--- src/rtl/ecg_moving_avg_pkg.sv ---
// Shared constants and types for the ECG moving-average stage.
// The window sizes here fix the sum widths and the average shift amounts used by the top.
package ecg_moving_avg_pkg;

    localparam int DATA_WIDTH  = 11;
    localparam int CTR_WIDTH   = 22;
    localparam int NAVG_SHORT  = 16;
    localparam int NAVG_LONG   = 32;
    localparam int DATA_OFFSET = 1024;

    localparam int AVG_S_SHIFT = $clog2(NAVG_SHORT);
    localparam int AVG_L_SHIFT = $clog2(NAVG_LONG);
    localparam int SUM_S_W     = DATA_WIDTH + AVG_S_SHIFT;
    localparam int SUM_L_W     = DATA_WIDTH + AVG_L_SHIFT;
    localparam int PTR_W       = AVG_L_SHIFT;
    localparam int FILL_W      = AVG_L_SHIFT + 1;

    typedef logic [DATA_WIDTH-1:0]        ecg_sample;
    typedef logic [CTR_WIDTH-1:0]         sample_num;
    typedef logic signed [DATA_WIDTH-1:0] ecg_centred;

    typedef struct packed {
        ecg_centred sample;
        ecg_centred avg_short;
        ecg_centred avg_long;
        sample_num  num;
        logic       short_full;
        logic       long_full;
    } ecg_avg_t;

    // DATA_OFFSET is 2^(DATA_WIDTH-1), so the subtraction reduces to an MSB flip.
    function automatic ecg_centred centre(input ecg_sample s);
        return {~s[DATA_WIDTH-1], s[DATA_WIDTH-2:0]};
    endfunction

endpackage

--- src/rtl/ecg_moving_avg_window_buf.sv ---
// Circular window of the last NAVG_LONG centred samples.
// Two combinational taps expose the oldest entry of the long and of the short window.
module ecg_window_buf
    import ecg_moving_avg_pkg::*;
(
    input  logic                  clk,
    input  logic                  rst,
    input  logic                  i_clear,
    input  logic                  i_we,
    input  logic [DATA_WIDTH-1:0] i_wr_data,
    output logic [DATA_WIDTH-1:0] o_tap_long,
    output logic [DATA_WIDTH-1:0] o_tap_short
);

    logic [PTR_W-1:0]      r_ptr;
    logic [DATA_WIDTH-1:0] r_buf [NAVG_LONG];
    logic [PTR_W-1:0]      w_ptr_short;

    // Pointer arithmetic wraps modulo NAVG_LONG because PTR_W = log2(NAVG_LONG).
    assign w_ptr_short = r_ptr - PTR_W'(NAVG_SHORT);
    assign o_tap_long  = r_buf[r_ptr];
    assign o_tap_short = r_buf[w_ptr_short];

    always_ff @(posedge clk) begin
        if (rst || i_clear) begin
            r_ptr <= '0;
            for (int i = 0; i < NAVG_LONG; i++) r_buf[i] <= '0;
        end else if (i_we) begin
            r_buf[r_ptr] <= i_wr_data;
            r_ptr        <= r_ptr + PTR_W'(1);
        end
    end

endmodule

--- src/rtl/ecg_moving_avg.sv ---
// Centres raw ECG samples and produces short/long running averages with a sample number.
// Output bundle is registered; the valid/ready handshake sustains one sample per cycle.
module ecg_moving_avg
    import ecg_moving_avg_pkg::*;
#(
    parameter int CTR_W = CTR_WIDTH
) (
    input  logic                  clk,
    input  logic                  rst,
    input  logic                  clear,
    input  logic [DATA_WIDTH-1:0] in_sample,
    input  logic                  in_valid,
    output logic                  in_ready,
    output logic [DATA_WIDTH-1:0] out_sample,
    output logic [DATA_WIDTH-1:0] out_avg_short,
    output logic [DATA_WIDTH-1:0] out_avg_long,
    output logic [CTR_W-1:0]      out_num,
    output logic                  out_short_full,
    output logic                  out_long_full,
    output logic                  out_valid,
    input  logic                  out_ready
);

    ecg_avg_t                    r_out;
    logic                        r_out_valid;
    logic signed [SUM_S_W-1:0]   r_sum_s;
    logic signed [SUM_L_W-1:0]   r_sum_l;
    logic [CTR_W-1:0]            r_cnt;
    logic [FILL_W-1:0]           r_fill;

    logic                        w_accept;
    ecg_centred                  w_c;
    logic [DATA_WIDTH-1:0]       w_tap_l;
    logic [DATA_WIDTH-1:0]       w_tap_s;
    logic signed [SUM_S_W-1:0]   w_c_s, w_old_s, w_sum_s_nxt;
    logic signed [SUM_L_W-1:0]   w_c_l, w_old_l, w_sum_l_nxt;
    logic [FILL_W-1:0]           w_fill_nxt;
    ecg_centred                  w_avg_s, w_avg_l;

    assign in_ready = !rst && !clear && (!r_out_valid || out_ready);
    assign w_accept = in_valid && in_ready;
    assign w_c      = centre(in_sample);

    ecg_window_buf u_buf (
        .clk         (clk),
        .rst         (rst),
        .i_clear     (clear),
        .i_we        (w_accept),
        .i_wr_data   (w_c),
        .o_tap_long  (w_tap_l),
        .o_tap_short (w_tap_s)
    );

    // Signed assignments sign-extend the centred values to the sum widths.
    assign w_c_s       = w_c;
    assign w_c_l       = w_c;
    assign w_old_s     = $signed(w_tap_s);
    assign w_old_l     = $signed(w_tap_l);
    assign w_sum_s_nxt = r_sum_s + w_c_s - w_old_s;
    assign w_sum_l_nxt = r_sum_l + w_c_l - w_old_l;

    // Arithmetic shift floors toward -inf; the quotient always fits DATA_WIDTH.
    assign w_avg_s    = ecg_centred'(w_sum_s_nxt >>> AVG_S_SHIFT);
    assign w_avg_l    = ecg_centred'(w_sum_l_nxt >>> AVG_L_SHIFT);
    assign w_fill_nxt = (r_fill == FILL_W'(NAVG_LONG)) ? r_fill : r_fill + FILL_W'(1);

    always_ff @(posedge clk) begin
        if (rst) begin
            r_out       <= '0;
            r_out_valid <= 1'b0;
            r_sum_s     <= '0;
            r_sum_l     <= '0;
            r_cnt       <= '0;
            r_fill      <= '0;
        end else if (clear) begin
            r_out_valid <= 1'b0;
            r_sum_s     <= '0;
            r_sum_l     <= '0;
            r_cnt       <= '0;
            r_fill      <= '0;
        end else if (w_accept) begin
            r_sum_s            <= w_sum_s_nxt;
            r_sum_l            <= w_sum_l_nxt;
            r_cnt              <= r_cnt + CTR_W'(1);
            r_fill             <= w_fill_nxt;
            r_out.sample       <= w_c;
            r_out.avg_short    <= w_avg_s;
            r_out.avg_long     <= w_avg_l;
            r_out.num          <= sample_num'(r_cnt);
            r_out.short_full   <= (w_fill_nxt >= FILL_W'(NAVG_SHORT));
            r_out.long_full    <= (w_fill_nxt >= FILL_W'(NAVG_LONG));
            r_out_valid        <= 1'b1;
        end else if (out_ready) begin
            r_out_valid <= 1'b0;
        end
    end

    assign out_sample     = r_out.sample;
    assign out_avg_short  = r_out.avg_short;
    assign out_avg_long   = r_out.avg_long;
    assign out_num        = r_out.num[CTR_W-1:0];
    assign out_short_full = r_out.short_full;
    assign out_long_full  = r_out.long_full;
    assign out_valid      = r_out_valid;

endmodule

--- config.mk ---
export PLATFORM = sky130hd
export DESIGN_NAME = ecg_moving_avg
export DESIGN_NICKNAME = d
export VERILOG_FILES = /design/src/rtl/ecg_moving_avg_pkg.sv /design/src/rtl/ecg_moving_avg_window_buf.sv /design/src/rtl/ecg_moving_avg.sv
export SDC_FILE = /design/constraint.sdc
export NUM_CORES = 1
export LEC_CHECK = 0
export CORE_MARGIN = 5
export CORE_UTILIZATION = 40
export DETAILED_ROUTE_END_ITERATION = 10
export HOLD_SLACK_MARGIN = 0.02
export PLACE_DENSITY = 0.53
export SETUP_SLACK_MARGIN = 0.5
export SLEW_MARGIN = 15
export SYNTH_ARGS = -nofsm -noshare
export SYNTH_HDL_FRONTEND = slang
export SYNTH_SLANG_ARGS = --single-unit
export TNS_END_PERCENT = 50
--- constraint.sdc ---
create_clock -name clk -period 6.5 [get_ports clk]
set_clock_uncertainty 0.1 [all_clocks]
set_input_delay 1.95 -clock clk [delete_from_list [all_inputs] [get_ports clk]]
set_output_delay 1.95 -clock clk [all_outputs]
set_load 0.05 [all_outputs]
==> impl_metrics.py <==
metrics = {
    "worst_setup_path": {
        "rrSetupSlack_ns": 1.13,
        "startpoint_type": "register",
        "critPathSlowestCell": "dfxtp_4",
        "cpPeakStageDelay_ns": 0.62,
        "crit_required_ns": 6.85,
        "cp.arrival_ns": 5.72,
        "critical-path-top-delay-family": "compound AO/OA/AOI/OAI gates",
        "crit_type": "register to register",
        "r2r_end": "r_sum_s[14]$_SDFFE_PP0P_",
        "cp.depth": 16,
        "worst_setup_path_endpoint": "r_sum_s[14]$_SDFFE_PP0P_",
        "critical_path.endpoint_type": "register",
        "ff2ff_path_depth": 16,
        "reg2reg_from": "u_buf.r_ptr[0]$_SDFFE_PP0P_",
        "crit_fanout": 28,
        "path_buf_inv": 3,
        "critPathLaunch": "u_buf.r_ptr[0]$_SDFFE_PP0P_",
        "critical_path.cell_chain": "buf_12, buf_4, mux4_2, a22oi_1, nand3_1, fa_1, inv_1, ha_1, nor2b_1, o31a_1, o41a_1, nand3_1, a31oi_1, a31oi_1, xnor2_1, a21oi_1",
    },
    "drt": {
        "avgRoutedWirePerCell_um": 25.6,
        "finalWirelength_um": 76200,
        "vias": 17100,
        "via_per_inst": 5.74,
        "ant_nets": 0,
        "remaining_drc_errors": 0,
        "drt_pre_antenna_iters": 5,
        "drt_iter0_drc": 1851,
    },
    "die": {
        "die-area_um2": 67100,
        "fp.coreArea_um2": 61600,
        "die_w_um": 259,
        "start_util_pct": 40.3,
        "die_h_um": 259,
        "rows": 91,
        "pin_count": 75,
    },
    "global_routing": {
        "antenna_found_initial": 2,
        "grt_max_degree": 82,
        "grt_pass1_vias": 16800,
        "grt_usage_pct": 22.5,
        "grt-ovfl-total": 0,
        "grt_pass1_wl_um": 113000,
    },
    "run_status": {
        "status": "complete, no violations",
    },
    "sta": {
        "fin_crit_sh_pct": 82.6,
        "min_period_ns": 5.37,
        "tns_ns": 0,
        "hold_viol_final": 0,
        "finalMaxSlewViolations": 0,
        "worst_pin_slew_ns": 1.05,
        "setup_viol": 0,
        "slew_headroom_pct": 30.1,
        "fmax_mhz": 186,
        "rsz0062_at_grt": "false",
    },
    "logic_synthesis": {
        "yosysWarnings": 0,
        "ys_seq_area_share_pct": 52.8,
        "syn_inst": 2062,
        "synth.cell_area_um2": 24800,
        "ys_seq_elements": 479,
        "yosys.area.top_type": "edfxtp_1",
        "synth_edf_count": 352,
        "yosys.area.top_type_share_pct": 42.6,
        "yosys.cell_types.count": 63,
        "async_reset_ff_share_pct": 0,
        "synth_fp_nets": 2145,
        "synthTopCellsByArea": "edfxtp_1 (43%), mux4_2 (16%), dfxtp_1 (10%)",
        "synthFlopType": "edfxtp_1",
        "synth.avg_cell_area_um2": 12.0,
    },
    "finish": {
        "fillers": 5541,
        "fin_nets": 2176,
        "layout-drive-gt1-share_pct": 17.1,
        "syn_to_final_growth_pct": 13.5,
        "antennaDiodeCount": 0,
    },
    "clocking": {
        "hold_buffers": 0,
        "cts_tree": "done",
        "cts_setup_buffers": 0,
        "clockBufferDepth": 3,
        "cts.clk_slew.worst_paths_ns": 0.06,
        "cts_buffers": 54,
        "clock-sinks": 479,
        "insertion_delay_ns": 0.62,
        "cts_root_buf": "clkbuf_16",
        "h-tree-depth": 2,
        "postCtsResizedCells": 0,
    },
    "pwr": {
        "finalPower_mw": 7.32,
        "peakVddDrop_mv": 0.179,
        "powerDensity_nw_per_um2": 260,
        "leakagePower_nw": 10.1,
    },
    "job": {
        "maxCapViolCount": 0,
    },
    "worst_hold_path": {
        "min_from": "out_long_full$_SDFFE_PP0P_",
        "hp-class": "register to register",
    },
    "place": {
        "dp_hpwl_um": 52300,
        "gp_congestion": 0.883,
        "io_buffers": 74,
    },
}
-- sequential cells by signal, indices dropped and copies added, names as in the netlist, 5 cells and up, named ones only --
| signal | count |
|---|---|
| r_cnt | 22 |
| out_sample | 11 |
| out_num | 22 |
| r_sum_s | 15 |
| r_sum_l | 16 |
| u_buf.r_ptr | 5 |
| u_buf.r_buf | 352 |
| out_avg_long | 11 |
| r_fill | 6 |
| out_avg_short | 11 |
-- logic make-up (layout without fill, tap and decap cells) --
| kind of cell | count (synthesis) | count (layout) | share of synthesized area (%) |
|---|---|---|---|
| simple gates | 719 | 719 | 12.0 |
| compound gates | 231 | 231 | 5.96 |
| mux | 235 | 235 | 18.6 |
| xor+xnor | 50 | 50 | 1.76 |
| buf+inv | 281 | 354 | 4.57 |
| flops | 479 | 479 | 52.8 |
| fa+ha+maj | 67 | 67 | 4.25 |
-- Yosys cell counts (all sizes together) (2+ instances only) --
cell type / number
o31ai: 13
o21a: 9
and2: 3
mux2: 12
buf: 61
xor2: 18
o32ai: 3
nand2b: 5
a31oi: 8
dfxtp: 127
a21o: 12
or3: 3
fa: 29
edfxtp: 352
inv: 105
a21oi: 91
xnor2: 32
a211oi: 14
nand3: 46
ha: 38
nand4: 9
clkbuf: 115
a2111oi: 3
nor4: 2
a41oi: 3
mux4: 180
nor4b: 2
a31o: 2
nor2b: 8
o211ai: 4
nand2: 183
a22oi: 21
and3: 9
nor3: 60
o2111ai: 6
o21ai: 29
a22o: 3
mux2i: 43
nor2: 384
or2: 2
-- stage by stage --
step	setup slack (ns)	area [um^2]	instances	hold slack (ns)	utilization, %
global route	0.803	28200	2972	0.370	45.7
floorplan	1.54	24800	2062	0.336	-
detailed placement	0.810	26500	2874	0.345	43.0
CTS	1.17	28200	2972	0.353	45.7
finish	1.13	28200	2972	0.351	45.7
global placement	0.845	26500	2874	0.342	43.0
-- where the power goes --
group	total (mW)	internal, mW	leakage (nW)	switching [mW]
combinational	0.882	0.340	4.32	0.542
sequential	3.47	3.40	4.91	0.0688
clock	2.97	1.70	0.823	1.27
total	7.32	5.44	10.1	1.88
-- placed cells by master, fill, tap and decap left out, drive strengths merged, types with 4 or more instances in the layout --
cell           synthesis  routed
xnor2                 32      32
a31oi                  8       8
o2111ai                6       6
buf                   61      80
xor2                  18      18
ha                    38      38
and3                   9       9
inv                  105     106
a211oi                14      14
dfxtp                127     127
nand4                  9       9
clkbuf               115      76
mux2                  12      12
o21a                   9       9
nand2                183     183
o21ai                 29      29
nor2b                  8       8
a21o                  12      12
a21oi                 91      91
nor3                  60      60
mux4                 180     180
fa                    29      29
nor2                 384     384
o211ai                 4       4
mux2i                 43      43
nand3                 46      46
clkdlybuf4s50          0      71
clkinv                 0      17
a22oi                 21      21
edfxtp               352     352
o31ai                 13      13
nand2b                 5       5
-- worst min-delay path by stage --
stage	to	slack, ns	cells after the start
after floorplan	r_sum_l[10]$_SDFFE_PP0P_	0.34	2
after global placement	out_sample[7]$_SDFFE_PP0P_	0.34	2
after global routing	out_sample[4]$_SDFFE_PP0P_	0.37	2
final	out_long_full$_SDFFE_PP0P_	0.35	2
after CTS	out_long_full$_SDFFE_PP0P_	0.35	2
after detailed placement	out_num[8]$_SDFFE_PP0P_	0.35	2
-- worst register-to-register path: stages, from the launching register on --
cell     delay (ns)
dfxtp_4        0.62
buf_12         0.29
buf_4          0.30
mux4_2         0.55
a22oi_1        0.54
nand3_1        0.26
fa_1           0.55
inv_1          0.05
ha_1           0.32
nor2b_1        0.17
o31a_1         0.28
o41a_1         0.42
nand3_1        0.15
a31oi_1        0.13
a31oi_1        0.23
xnor2_1        0.16
a21oi_1        0.10
-- final cells by class --
| class | instances | area (um^2) | share of cell area, % |
|---|---|---|---|
| Clock inverter | 22 | 189 | 0.671 |
| Inverter | 105 | 394 | 1.40 |
| Sequential cell | 479 | 13100 | 46.6 |
| Tap cell | 837 | 1050 | 3.72 |
| Clock buffer | 76 | 1490 | 5.27 |
| Timing Repair Buffer | 151 | 1340 | 4.77 |
| Multi-Input combinational cell | 1302 | 10600 | 37.6 |
-- metal layers --
layer  global-route usage, %  part of all wire, %  vias up
li1                        -                    -     7544
met1                    31.1                   41     8712
met2                    36.3                   47      659
met3                    3.71                  7.3      134
met4                    8.00                  3.8        2
met5                       0               0.0092        -
Power figures use the tool's default switching activity.
